$ cat src/rtl/seq_pkg.sv
// Shared constants for the micro sequencer: halt source and flag indices,
// and the default fetch/interrupt-entry opcodes.
package seq_pkg;
  localparam int HALT_GPU    = 0;
  localparam int HALT_DUBDAB = 1;
  localparam int HALT_MS     = 2;
  localparam int HALT_US     = 3;
  localparam int HALT_FTU    = 4;
  localparam int HALT_SPARE  = 5;

  localparam int FLAG_CARRY   = 0;
  localparam int FLAG_ZERO    = 1;
  localparam int FLAG_GREATER = 2;
  localparam int FLAG_EQUAL   = 3;

  localparam int DEF_FETCH_OPCODE = 0;
  localparam int DEF_IRQ_OPCODE   = 63;
  localparam int STALL_CNT_W      = 16;
endpackage

$ cat src/rtl/stall_monitor.sv
// Counts the length of the current stall run (saturating) and raises a sticky
// timeout once a run reaches the configured length.
module stall_monitor
  import seq_pkg::*;
#(
  parameter int STALL_TIMEOUT = 16'hFFFF
) (
  input  logic                   clk,
  input  logic                   n_reset,
  input  logic                   stalled,
  output logic [STALL_CNT_W-1:0] stall_count,
  output logic                   stall_timeout
);
  localparam logic [STALL_CNT_W-1:0] TMO_M1  = STALL_CNT_W'(STALL_TIMEOUT - 1);
  localparam logic [STALL_CNT_W-1:0] CNT_MAX = '1;

  always_ff @(posedge clk) begin
    if (!n_reset) begin
      stall_count   <= '0;
      stall_timeout <= 1'b0;
    end else if (stalled) begin
      if (stall_count != CNT_MAX) stall_count <= stall_count + 1'b1;
      // Count is pre-increment here, so this fires on the STALL_TIMEOUT-th stalled edge
      if (stall_count == TMO_M1) stall_timeout <= 1'b1;
    end else begin
      stall_count <= '0;
    end
  end
endmodule

$ cat src/rtl/micro_sequencer.sv
// Microcode sequencer: steps the micro-address, alternates fetch/execute
// opcodes, takes conditional micro-branches and enters interrupts between instructions.
module micro_sequencer
  import seq_pkg::*;
#(
  parameter int OPCODE_W      = 6,
  parameter int UADDR_W       = 6,
  parameter int N_HALT        = 6,
  parameter int N_FLAGS       = 4,
  parameter int FETCH_OPCODE  = DEF_FETCH_OPCODE,
  parameter int IRQ_OPCODE    = DEF_IRQ_OPCODE,
  parameter int STALL_TIMEOUT = 16'hFFFF
) (
  input  logic                       clk,
  input  logic                       n_reset,
  input  logic [OPCODE_W-1:0]        instr_in,
  input  logic                       end_micro,
  input  logic                       ubranch,
  input  logic [UADDR_W-1:0]         ubranch_target,
  input  logic [$clog2(N_FLAGS)-1:0] ubranch_sel,
  input  logic                       ubranch_inv,
  input  logic [N_FLAGS-1:0]         flags,
  input  logic                       halt_uncond,
  input  logic [N_HALT-1:0]          halt_en,
  input  logic [N_HALT-1:0]          busy,
  input  logic                       irq,
  input  logic                       irq_en,
  output logic [OPCODE_W-1:0]        opcode,
  output logic [UADDR_W-1:0]         micro_addr,
  output logic                       stalled,
  output logic                       irq_ack,
  output logic                       ucode_overrun,
  output logic                       stall_timeout,
  output logic [STALL_CNT_W-1:0]     stall_count
);
  localparam int SEL_W = $clog2(N_FLAGS);
  localparam logic [OPCODE_W-1:0] FETCH_OP = OPCODE_W'(FETCH_OPCODE);
  localparam logic [OPCODE_W-1:0] IRQ_OP   = OPCODE_W'(IRQ_OPCODE);
  localparam logic [SEL_W:0]      NF       = (SEL_W+1)'(N_FLAGS);

  logic                irq_pending;
  logic [OPCODE_W-1:0] opcode_nxt;
  logic [UADDR_W-1:0]  uaddr_nxt;
  logic                pend_nxt, ack_nxt, ovr_nxt;
  logic                flag_val, br_taken, boundary;

  assign stalled  = halt_uncond | (|(halt_en & busy));
  // An out-of-range selector reads as a 0 flag
  assign flag_val = ({1'b0, ubranch_sel} < NF) ? flags[ubranch_sel] : 1'b0;
  assign br_taken = ubranch & (flag_val ^ ubranch_inv);

  always_comb begin
    opcode_nxt = opcode;
    uaddr_nxt  = micro_addr;
    pend_nxt   = irq_pending | irq;
    ack_nxt    = 1'b0;
    ovr_nxt    = ucode_overrun;
    boundary   = 1'b0;
    if (!stalled) begin
      if (end_micro)       boundary  = 1'b1;
      else if (br_taken)   uaddr_nxt = ubranch_target;
      else if (&micro_addr) begin
        boundary = 1'b1;
        ovr_nxt  = 1'b1;
      end else             uaddr_nxt = micro_addr + 1'b1;

      if (boundary) begin
        uaddr_nxt = '0;
        if (opcode != FETCH_OP) opcode_nxt = FETCH_OP;
        else if (irq_pending && irq_en) begin
          // A still-high level irq re-arms immediately so it re-enters after the next fetch
          opcode_nxt = IRQ_OP;
          pend_nxt   = irq;
          ack_nxt    = 1'b1;
        end else opcode_nxt = instr_in;
      end
    end
  end

  always_ff @(posedge clk) begin
    if (!n_reset) begin
      opcode        <= FETCH_OP;
      micro_addr    <= '0;
      irq_pending   <= 1'b0;
      irq_ack       <= 1'b0;
      ucode_overrun <= 1'b0;
    end else begin
      opcode        <= opcode_nxt;
      micro_addr    <= uaddr_nxt;
      irq_pending   <= pend_nxt;
      irq_ack       <= ack_nxt;
      ucode_overrun <= ovr_nxt;
    end
  end

  stall_monitor #(.STALL_TIMEOUT(STALL_TIMEOUT)) u_stall_monitor (
    .clk           (clk),
    .n_reset       (n_reset),
    .stalled       (stalled),
    .stall_count   (stall_count),
    .stall_timeout (stall_timeout)
  );
endmodule

$ cat config.mk
export PLATFORM = sky130hd
export DESIGN_NAME = micro_sequencer
export DESIGN_NICKNAME = d
export VERILOG_FILES = /design/src/rtl/seq_pkg.sv /design/src/rtl/stall_monitor.sv /design/src/rtl/micro_sequencer.sv
export SDC_FILE = /design/constraint.sdc
export NUM_CORES = 1
export LEC_CHECK = 0
export CORE_UTILIZATION = 45
export DETAILED_ROUTE_END_ITERATION = 16
export PLACE_DENSITY = 0.81
export SLEW_MARGIN = 20
export SYNTH_ARGS = -nofsm -noshare
export SYNTH_HDL_FRONTEND = slang
export SYNTH_SLANG_ARGS = --single-unit
$ cat constraint.sdc
create_clock -name clk -period 4.2 [get_ports clk]
set_input_delay 0.84 -clock clk [delete_from_list [all_inputs] [get_ports clk]]
set_output_delay 0.84 -clock clk [all_outputs]
set_load 0.1 [all_outputs]
# == Word-level counts from Yosys, hierarchy flattened ==
# Cells that the tools add are included.
# word_totals
register_bits,32
input_bits,38
out_inout_bits,32
elab_cells,51
# classes
add_sub_neg,2
magnitude_cmp,1
eq_ne,4
n_mux,17
bitwise_logic,10
n_reduce_logical,10
# ops
cell,count
2-to-1 mux 6 bit,6
adder 16 x 1 -> 16 bit (second input constant),1
== test 16 bit (second input constant),1
!= test 16 bit (second input constant),1
2-to-1 mux 1 bit,10
AND reduction 9 bit,1
adder 6 x 1 -> 6 bit (second input constant),1
AND 6 bit,1
AND reduction 2 bit,3
AND reduction 6 bit,1
nonzero test 6 bit,1
OR reduction 6 bit,1
inverter 1 bit,5
OR reduction 4 bit,1
less-than comparator 2 x 3 -> 1 bit (second input constant),1
!= test 3 x 2 -> 1 bit (second input constant),1
AND reduction 3 bit,1
binary-select mux 1 bit (select 2 bit),1
!= test 2 x 1 -> 1 bit (second input constant),1
bitwise OR 1 bit,2
AND 1 bit,1
logical AND 1 bit,1
XOR 1 bit,1

# == Longest topological paths before layout ==
# depth
ltp_word,9
ltp_mapped,7
ltp_nobuf,6

# == By module ==
# A second synthesis with hierarchy kept.
# hier_totals
hier_cells,211
hier_area_um2,1870.5
# modules_own_cells
module,n_inst,cells_per_inst,area_per_inst_um2,seq_area_each_um2
stall_monitor,1,112,965.9,340.3
micro_sequencer,1,99,904.6,300.3

# == Worst setup path before layout ==
# OpenSTA, ideal clock, no wires.
# synth_path
path_kind,input port to flip-flop
startpoint,input port halt_en[0]
endpoint,register micro_addr[3]
setup_ns,0.081
t_arrival_ns,2.696
required_time_ns,4.119
setup_slack_ns,1.423
cell_stages,5
n_path_buf,0
cell_sequence,a222oi_1 > nand3_2 > nand3b_4 > or3_4 > o221ai_2
# synth_via
elab_chain_len,5
# synth_lines
item,line_no,source
"start, declared",micro_sequencer.sv:24,"input logic [N_HALT-1:0] halt_en,"
AND 6 bit,micro_sequencer.sv:47,assign stalled = halt_uncond | (|(halt_en & busy));
OR reduction 6 bit,micro_sequencer.sv:47,
bitwise OR 1 bit,micro_sequencer.sv:47,
net stalled,micro_sequencer.sv:30,"output logic stalled,"
inverter 1 bit (no line),--,
AND reduction 3 bit (no line),--,
"end signal, assigned",micro_sequencer.sv:89,micro_addr <= uaddr_nxt;
"end, declared",micro_sequencer.sv:29,"output logic [UADDR_W-1:0] micro_addr,"
# The timed path passes the listed nets, and every way through them passes these cells.
# A chain may end at the register's enable or synchronous reset.

# == Final worst setup path ==
# layout_path
startpoint,input port halt_en[0]
endpoint,output port stalled
# layout_via
elab_chain_len,3
# layout_lines
item,line_no
AND 6 bit,micro_sequencer.sv:47
OR reduction 6 bit,micro_sequencer.sv:47
bitwise OR 1 bit,micro_sequencer.sv:47
"end, declared",micro_sequencer.sv:30
# Every way passes these cells.

==> impl_metrics.env <==
export IMPL_grt_pass1_vias=1534
export IMPL_pwr_share_clk_pct=35.4
export IMPL_hold_path_class="reg -> reg"
export IMPL_crit_path_cell_trace="clkdlybuf4s50_1 > a222oi_1 > nand3_2 > buf_4"
export IMPL_cts_num_sinks=32
export IMPL_routed_top_layer="met4"
export IMPL_cts_buffers=5
export IMPL_grt_remaining_overflow=0
export IMPL_syn_avg_cell_area_um2=9.31
export IMPL_worst_pin_slew_ns=1.00
export IMPL_rr_startpoint="u_stall_monitor.stall_count[0]"
export IMPL_fin_skew_ns=0.00617
export IMPL_layout_common_cells="clkdlybuf4s50_1 (68), dfxtp_1 (32), nor2_1 (17)"
export IMPL_reg2reg_to="u_stall_monitor.stall_count[13]"
export IMPL_worstSetupEndpointType="primary output"
export IMPL_num_rows=22
export IMPL_rsz0062_at_grt="no"
export IMPL_dieArea_um2=4080
export IMPL_power_frac_comb_pct=19.3
export IMPL_fin_crit_sh_pct=71.0
export IMPL_die_y_um=63.9
export IMPL_outcome="finished, final reports clean"
export IMPL_endpoint="stalled"
export IMPL_routed_wl_met2_um=1910
export IMPL_vias=1581
export IMPL_reg2regPathDepth=6
export IMPL_yosysUniqueCellTypes=48
export IMPL_final_common_cell="clkdlybuf4s50_1"
export IMPL_stdcell_count=303
export IMPL_cts_buffer_depth=2
export IMPL_ff2ff_setup_slack_ns=2.12
export IMPL_finalPower_uw=696
export IMPL_critPathLaunchType="input port"
export IMPL_min_period_ns=2.98
export IMPL_yosysWarnings=0
export IMPL_drive_gt1_share_pct=9.02
export IMPL_antennaDiodeCount=0
export IMPL_wl_per_cell_um=12.9
export IMPL_drtIter0Drc=77
export IMPL_fmax_mhz=335
export IMPL_syn_to_final_growth_pct=47.4
export IMPL_die_w_um=63.9
export IMPL_hp_start="ucode_overrun"
export IMPL_hold_viol=0
export IMPL_syn_inst=185
export IMPL_yosysSeqAreaShare_pct=37.2
export IMPL_dp_cells=295
export IMPL_p_sw_share_pct=28.1
export IMPL_internal_power_uw=501
export IMPL_power_density_nw_per_um2=274
export IMPL_setup_violations_final=0
export IMPL_gp_congestion=0.801
export IMPL_synth_seq_cells=32
export IMPL_place_area_um2=2440
export IMPL_wl_met1_um=1860
export IMPL_cp_arrival_ns=2.14
export IMPL_fin_area_um2=2540
export IMPL_cts_tree="yes"
export IMPL_gr_usage_all_layers_pct=20.6
export IMPL_syn_num_nets=226
export IMPL_ios=70
export IMPL_synthesis_area_um2=1720
export IMPL_h_tree_depth=2
export IMPL_dp_hpwl_um=2950
export IMPL_met3_length_um=120
export IMPL_io_buffer_count=69
export IMPL_ys_flop_type="dfxtp_1"
export IMPL_slew_viol_final=0
export IMPL_crit_type="in -> out"
export IMPL_drcViolationCount=0
export IMPL_initial_core_util_pct=47.0
export IMPL_wirelength_um=3910
export IMPL_firstDrtPassIters=4
export IMPL_cts_clk_slew_worst_paths_ns=0.06
export IMPL_finalNetCount=295
export IMPL_antenna_found_initial=0
export IMPL_clock_latency_ns=0.28
export IMPL_clockRootBuffer="clkbuf_8"
export IMPL_netSwitchingPower_uw=195
export IMPL_cp_required_ns=3.36
export IMPL_cts_setup_buffers=0
export IMPL_crit_fanout=7
export IMPL_setup_tns_ns=0
export IMPL_core_area_um2=3660
export IMPL_cts_hold_buf=0
export IMPL_grt_max_degree=20
export IMPL_detail_route_antenna_nets=0
export IMPL_vdd_drop_max_uv=227
export IMPL_p_leak_nw=0.906
export IMPL_viasPerCell=5.22
export IMPL_cpMaxStageDelayCell="clkdlybuf4s50_1"
export IMPL_grt_pass1_wl_um=6610
export IMPL_cts_resized=0
export IMPL_drv_cap=0
export IMPL_slowest_delay_ns=0.40
export IMPL_slew_headroom_pct=33.1
export IMPL_async_reset_ff_share_pct=0
export IMPL_fillers=315
export IMPL_p_seq_share_pct=45.3
export IMPL_synth_edf_count=0
export IMPL_critPathLaunch="halt_en[0]"
metrics by stage:
| stage | setup WS (ns) | hold WS, ns | util [%] |
|---|---|---|---|
| floorplan | 1.42 | 0.516 | - |
| CTS | 1.20 | 0.477 | 69.3 |
| global route | 1.11 | 0.491 | 69.3 |
| global placement | 1.25 | 0.447 | 66.7 |
| detailed placement | 1.20 | 0.461 | 66.7 |
| finish | 1.22 | 0.469 | 69.3 |
critical path, delay by kind of cell:
family / cells / cell delay (ns)
buf+inv: 2 / 0.69
compound gates: 1 / 0.39
simple gates: 1 / 0.22
cell usage after synthesis (2+ instances only):
library cell | instances | area, um^2
or3_4 | 2 | 22.5
o2111ai_1 | 2 | 17.5
or3_1 | 3 | 18.8
nor4_1 | 2 | 12.5
xnor2_1 | 4 | 35.0
o211ai_1 | 9 | 67.6
clkbuf_1 | 7 | 26.3
nor3_1 | 2 | 10.0
o2bb2ai_1 | 2 | 17.5
and4_1 | 2 | 17.5
and2_1 | 2 | 12.5
a21oi_1 | 2 | 10.0
nand2_1 | 15 | 56.3
and3_1 | 7 | 43.8
dfxtp_1 | 32 | 641
or4_1 | 2 | 15.0
o21ai_0 | 5 | 25.0
xor2_1 | 9 | 78.8
inv_1 | 8 | 30.0
nor2_1 | 17 | 63.8
nor2b_1 | 4 | 25.0
nand4_1 | 2 | 12.5
o221ai_2 | 2 | 30.0
ha_1 | 3 | 37.5
nand3_1 | 6 | 30.0
mux2i_1 | 12 | 120
worst min path at each step:
stage | to | depth (start not counted)
finish | ucode_overrun | 1
global route | opcode[4] | 2
CTS | ucode_overrun | 1
detailed placement | ucode_overrun | 1
global placement | ucode_overrun | 1
floorplan | irq_pending | 2
state kept, by name (all words and copies together), names as in the netlist:
signal and cells:
irq_ack 1, micro_addr 6, opcode 6, irq_pending 1
u_stall_monitor.stall_count 16, ucode_overrun 1, u_stall_monitor.stall_timeout 1
power groups by stage:
stage          clock (mW)  combinational, mW  sequential [mW]
2_1_floorplan           0             0.0480            0.356
3_3_place_gp            0              0.134            0.322
3_5_place_dp            0              0.135            0.322
4_1_cts             0.252              0.135            0.315
5_1_grt             0.267              0.143            0.316
6_report            0.246              0.134            0.316
logic make-up (layout without fill, tap and decap cells):
kind of cell / count (synthesis) / in the layout / synth area share (%)
flip-flops: 32 / 32 / 37.2
multiplexers: 13 / 13 / 8.29
buffers and inverters: 15 / 85 / 3.27
AND/OR/NAND/NOR: 73 / 73 / 23.9
XOR/XNOR: 14 / 14 / 7.56
AO/OA/AOI/OAI: 35 / 35 / 17.6
adder cells (fa/ha/maj): 3 / 3 / 2.18
layout make-up:
class	count	area, um^2	area share [%]
well taps	48	60.1	2.37
clock buffers	7	86.3	3.40
flip-flops and latches	32	641	25.2
multi-input cells	138	1020	40.4
clock inverters	1	7.51	0.296
repair buffers	69	688	27.1
inverters	8	30.0	1.18
per-layer routing:
metal / up-vias / track usage [%]
li1: 812 / -
met1: 737 / 24.5
met2: 29 / 35.9
met3: 3 / 4.64
met4: 0 / 7.39
met5: - / 0
No activity file was read; power rests on OpenSTA's default activity.
